File: src/rtl/jtag_target_tap_pkg.sv
// Shared TAP state encoding and instruction opcodes
// for the Jtag target-side responder.
package JtagGlobalPkg;

  typedef enum logic [3:0] {
    TEST_LOGIC_RESET = 4'd0,
    RUN_TEST_IDLE,
    SELECT_DR,
    CAPTURE_DR,
    SHIFT_DR,
    EXIT1_DR,
    PAUSE_DR,
    EXIT2_DR,
    UPDATE_DR,
    SELECT_IR,
    CAPTURE_IR,
    SHIFT_IR,
    EXIT1_IR,
    PAUSE_IR,
    EXIT2_IR,
    UPDATE_IR
  } tapState_e;

  localparam logic [4:0] INSTR_IDCODE = 5'h01;
  localparam logic [4:0] INSTR_USER   = 5'h02;
  localparam logic [4:0] INSTR_BYPASS = 5'h1F;

endpackage

File: src/rtl/jtag_target_tap_fsm.sv
// IEEE 1149.1 16-state TAP controller:
// state register plus next-state logic only.
module jtag_tap_fsm
  import JtagGlobalPkg::*;
(
  input  logic      clk,
  input  logic      reset,
  input  logic      jtagTms,
  output tapState_e tapState
);

  always_ff @(posedge clk or negedge reset) begin
    if (!reset) begin
      tapState <= TEST_LOGIC_RESET;
    end else begin
      unique case (tapState)
        TEST_LOGIC_RESET:
          tapState <= jtagTms ? TEST_LOGIC_RESET : RUN_TEST_IDLE;
        RUN_TEST_IDLE:
          tapState <= jtagTms ? SELECT_DR : RUN_TEST_IDLE;
        SELECT_DR:
          tapState <= jtagTms ? SELECT_IR : CAPTURE_DR;
        CAPTURE_DR:
          tapState <= jtagTms ? EXIT1_DR : SHIFT_DR;
        SHIFT_DR:
          tapState <= jtagTms ? EXIT1_DR : SHIFT_DR;
        EXIT1_DR:
          tapState <= jtagTms ? UPDATE_DR : PAUSE_DR;
        PAUSE_DR:
          tapState <= jtagTms ? EXIT2_DR : PAUSE_DR;
        EXIT2_DR:
          tapState <= jtagTms ? UPDATE_DR : SHIFT_DR;
        UPDATE_DR:
          tapState <= jtagTms ? SELECT_DR : RUN_TEST_IDLE;
        SELECT_IR:
          tapState <= jtagTms ? TEST_LOGIC_RESET : CAPTURE_IR;
        CAPTURE_IR:
          tapState <= jtagTms ? EXIT1_IR : SHIFT_IR;
        SHIFT_IR:
          tapState <= jtagTms ? EXIT1_IR : SHIFT_IR;
        EXIT1_IR:
          tapState <= jtagTms ? UPDATE_IR : PAUSE_IR;
        PAUSE_IR:
          tapState <= jtagTms ? EXIT2_IR : PAUSE_IR;
        EXIT2_IR:
          tapState <= jtagTms ? UPDATE_IR : SHIFT_IR;
        UPDATE_IR:
          tapState <= jtagTms ? SELECT_DR : RUN_TEST_IDLE;
      endcase
    end
  end

endmodule

File: src/rtl/jtag_target_tap.sv
// Target-side JTAG TAP: IR, BYPASS, IDCODE and one
// user data register behind the 1149.1 controller.
module jtag_target_tap
  import JtagGlobalPkg::*;
#(
  parameter int          IR_WIDTH      = 5,
  parameter logic [31:0] IDCODE_VALUE  = 32'h1A2B_3C5D,
  parameter int          USER_DR_WIDTH = 32
) (
  input  logic                     clk,
  input  logic                     reset,
  input  logic                     jtagTms,
  input  logic                     jtagSerialIn,
  output logic                     jtagSerialOut,
  output logic [3:0]               tapState,
  output logic [IR_WIDTH-1:0]      irValue,
  input  logic [USER_DR_WIDTH-1:0] userDrIn,
  output logic [USER_DR_WIDTH-1:0] userDrOut,
  output logic                     userDrUpdate
);

  localparam logic [IR_WIDTH-1:0] IR_IDCODE  = IR_WIDTH'(INSTR_IDCODE);
  localparam logic [IR_WIDTH-1:0] IR_USER    = IR_WIDTH'(INSTR_USER);
  localparam logic [IR_WIDTH-1:0] IR_CAPTURE = IR_WIDTH'(2'b01);

  tapState_e                st;
  logic [IR_WIDTH-1:0]      irShift;
  logic [31:0]              idShift;
  logic [USER_DR_WIDTH-1:0] userShift;
  logic                     bypassReg;
  logic                     selId;
  logic                     selUser;
  logic                     enterTlr;

  jtag_tap_fsm uFsm (
    .clk      (clk),
    .reset    (reset),
    .jtagTms  (jtagTms),
    .tapState (st)
  );

  assign tapState = st;
  assign selId    = (irValue == IR_IDCODE);
  assign selUser  = (irValue == IR_USER);
  // irValue must already read IDCODE on the first cycle spent in TLR
  assign enterTlr = (st == TEST_LOGIC_RESET) ||
                    (st == SELECT_IR && jtagTms);

  always_ff @(posedge clk or negedge reset) begin
    if (!reset) begin
      irValue <= IR_IDCODE;
    end else if (enterTlr) begin
      irValue <= IR_IDCODE;
    end else if (st == UPDATE_IR) begin
      irValue <= irShift;
    end
  end

  always_ff @(posedge clk or negedge reset) begin
    if (!reset) begin
      irShift      <= '0;
      idShift      <= '0;
      userShift    <= '0;
      bypassReg    <= 1'b0;
      userDrOut    <= '0;
      userDrUpdate <= 1'b0;
    end else begin
      userDrUpdate <= 1'b0;
      case (st)
        CAPTURE_IR: irShift <= IR_CAPTURE;
        SHIFT_IR:
          irShift <= {jtagSerialIn, irShift[IR_WIDTH-1:1]};
        CAPTURE_DR: begin
          if (selId)        idShift   <= IDCODE_VALUE;
          else if (selUser) userShift <= userDrIn;
          else              bypassReg <= 1'b0;
        end
        SHIFT_DR: begin
          if (selId)
            idShift <= {jtagSerialIn, idShift[31:1]};
          else if (selUser)
            userShift <= {jtagSerialIn, userShift[USER_DR_WIDTH-1:1]};
          else
            bypassReg <= jtagSerialIn;
        end
        UPDATE_DR: begin
          if (selUser) begin
            userDrOut    <= userShift;
            userDrUpdate <= 1'b1;
          end
        end
        default: ;
      endcase
    end
  end

  always_comb begin
    jtagSerialOut = 1'b0;
    if (st == SHIFT_IR) begin
      jtagSerialOut = irShift[0];
    end else if (st == SHIFT_DR) begin
      unique case (1'b1)
        selId:   jtagSerialOut = idShift[0];
        selUser: jtagSerialOut = userShift[0];
        default: jtagSerialOut = bypassReg;
      endcase
    end
  end

endmodule
File: config.mk
export PLATFORM = sky130hd
export DESIGN_NAME = jtag_target_tap
export DESIGN_NICKNAME = d
export VERILOG_FILES = /design/src/rtl/jtag_target_tap_pkg.sv /design/src/rtl/jtag_target_tap_fsm.sv /design/src/rtl/jtag_target_tap.sv
export SDC_FILE = /design/constraint.sdc
export NUM_CORES = 1
export LEC_CHECK = 0
export CAP_MARGIN = 20
export CORE_UTILIZATION = 25
export CTS_CLUSTER_DIAMETER = 80
export DETAILED_ROUTE_END_ITERATION = 10
export PLACE_DENSITY_LB_ADDON = 0.15
export SYNTH_ARGS = -nofsm -noshare
export SYNTH_HDL_FRONTEND = slang
export SYNTH_SLANG_ARGS = --single-unit
File: constraint.sdc
create_clock -name clk -period 2.2 [get_ports clk]
set_input_delay 0.44 -clock clk [delete_from_list [all_inputs] [get_ports clk]]
set_output_delay 0.44 -clock clk [all_outputs]
set_load 0.01 [all_outputs]
==> results.ini <==
[timing]
drv_slew = 0
rsz0062_at_grt = true
max_slew.worst_pin.slew_ps = 497
fmax_mhz = 452
slew_headroom_pct = 66.4
fin_skew_ps = 10.6
fin_crit_sh_pct = 101
fin_ws_ps = -12.1
hold_viol_final = 0
finalSetupViolations = 1
min_period_ps = 2210

[routing]
drtIter0Drc = 97
wl_per_cell_um = 16.0
routed_wl_mm = 11.4
vias_per_cell = 4.58
drc_errors = 0
vias = 3256
drtAntennaViolNets = 0
first_pass_iters = 4

[synth]
yosysWarnings = 0
async_reset_ff_share_pct = 100
synth.avg_cell_area_sq_um = 13.6
syn-cell-area_sq_um = 4850
synth_common_cells = dfrtp_1, o22ai_1, mux2_2, a2bb2oi_2
synthCells = 356
synth.most_common_cell = dfrtp_1
synthFlopType = dfrtp_1
syn_nets = 392
synth_edf_count = 0
synth_top_area_share_pct = 57.3
yosys.area.top_type = dfrtp_1
netlist-cell-type-count = 42
synth.area.top_cells = dfrtp_1, a2bb2oi_2, mux2_2, o22ai_1, a22o_1
synth-seq-cells = 112
yosysSeqAreaShare_pct = 57.9

[layout]
antenna_cells = 0
multi_input_area_sq_um = 1880
drive_gt1_share_pct = 27.1
fin_util_pct = 34.1
fin_nets = 482
num-fill-cells = 1839
regArea_sq_um = 2800
synthToLayoutAreaGrowth_pct = 32.5

[clock_tree]
path_clk_slew_ps = 70
clockRootBuffer = clkbuf_16
numCtsBuffers = 9
cts_tree = yes
clock_latency_ps = 360
clockBufferDepth = 2
cts_hold_buf = 0
h-tree-depth = 3
clock-sinks = 112

[die]
die_h_um = 141
pin_count = 79
die_width_um = 141
dieArea_sq_um = 19900
start_util_pct = 25.7
core_area_sq_um = 18800
rows = 50

[pwr]
p_leak_nw = 2.82
pwr_density_cell_nw_per_um2 = 1070
peakVddDrop_v = 0.000460

[status]
status = finished, violations left
violations = setup timing

[global_route]
grt_max_degree = 63
first_global_vias = 3462
grt_use_total_pct = 12.1
grt_pass1_wl_mm = 18.7
grt_overflow_total = 0
antenna_found_initial = 0

[worst_setup_path]
critical_path_class = reg2out
r2r_cells = 5
end_kind = primary output
path_max_fanout = 2
crit_path_start_kind = flop
worstPathArrival_ps = 1770
critical_path_required_ps = 1760

[place]
dp_hpwl_mm = 7.45
place_congestion = 0.752
numPortBuffers = 78
pre_cts_ws_ps = -81.1

[worst_hold_path]
hold_path.class = in2async

[flow_run]
max-cap-violations = 0

-- state kept, by name, summed over array words and instances (netlist names) --
signal / count
userDrOut: 32
uFsm.tapState: 4
bypassReg: 1
userShift: 32
irValue: 5
irShift: 5
idShift: 32
userDrUpdate: 1
-- path summary, 6_finish.rpt --
| check | slack [ps] | startpoint | endpoint |
|---|---|---|---|
| worst max-delay path | -10 | uFsm.tapState[1] | jtagSerialOut |
| worst min register to register | 490 | idShift[17] | idShift[17] |
| min in group clk | 490 | idShift[17] | idShift[17] |
| worst max register to register | 150 | uFsm.tapState[1] | userShift[0] |
| max in group asynchronous | 1770 | reset | irValue[0] |
| worst min-delay path | 70 | reset | userDrOut[16] |
-- timing repair --
| item | in CTS | in global routing |
|---|---|---|
| gates resized for setup | 5 | 1 |
| buffers inserted | 0 | 0 |
| endpoints found under the setup margin | 1 | 2 |
-- per-layer routing --
metal	GRT usage, %	vias to the layer above	part of all wire [%]
met1	16.2	1651	49
li1	-	1539	-
met3	3.53	9	4.4
met5	0	-	0
met2	19.1	57	46
met4	3.26	0	0.91
-- cell type report --
| class | count | area share [%] |
|---|---|---|
| multi-input cells | 209 | 29.3 |
| well taps | 260 | 5.07 |
| inverters | 5 | 0.292 |
| repair buffers | 109 | 16.5 |
| flip-flops and latches | 112 | 43.7 |
| clock buffers | 9 | 3.51 |
| clock inverters | 7 | 1.62 |
-- cells by family (layout without fill, tap and decap cells) --
logic type      after synthesis  after routing  synth area share [%]
simple gates                 47             47                  5.76
buf+inv                      35            130                  3.77
xor+xnor                      2              2                 0.362
compound gates              123            123                  23.8
flops                       112            112                  57.9
mux                          37             37                  8.47
-- report_power, final --
part           internal, mW  switching (mW)
combinational          1.10            1.17
clock                  1.01           0.785
sequential             2.50           0.286
total                  4.61            2.24
-- placed cells by master, fill, tap and decap left out, drive strengths merged, types with 2 or more instances in the layout --
cell and count:
nand2 9, nand4 2, a22o 16, nand2b 3, clkinv 2, mux2 32
o22a 16, nor2b 3, nor3 3, clkbuf 9, bufinv 2, o22ai 33
a211oi 6, dfrtp 111, inv 6, o21ai 7, clkinvlp 2, o211ai 2
nor4b 2, a21oi 4, mux2i 5, clkdlybuf4s50 76, xnor2 2, nand3 6
a2bb2oi 32, buf 33, nand3b 4, a211o 3, nor2 8, or3 2
-- per-stage QoR --
stage / total power, mW / std cells / hold slack [ps] / instance area (sq um) / setup TNS (ps)
2_1_floorplan: 4.32 / 356 / 144 / 4850 / 0
3_3_place_gp: 5.07 / 695 / 467 / 6090 / -94.5
3_5_place_dp: 5.12 / 695 / 464 / 6090 / -81.1
4_1_cts: 6.97 / 711 / 71.8 / 6420 / -69.2
5_1_grt: 7.32 / 711 / 73.9 / 6420 / -108
6_report: 6.85 / 711 / 70.8 / 6420 / -12.1
-- worst max-delay path, cell delays in order, from the launching register on --
cell and delay, ps:
dfrtp_1 380, or4b_4 540, a211o_1 240, o211ai_1 100
buf_2 160
Note: power is estimated with default switching activity, not from simulation.
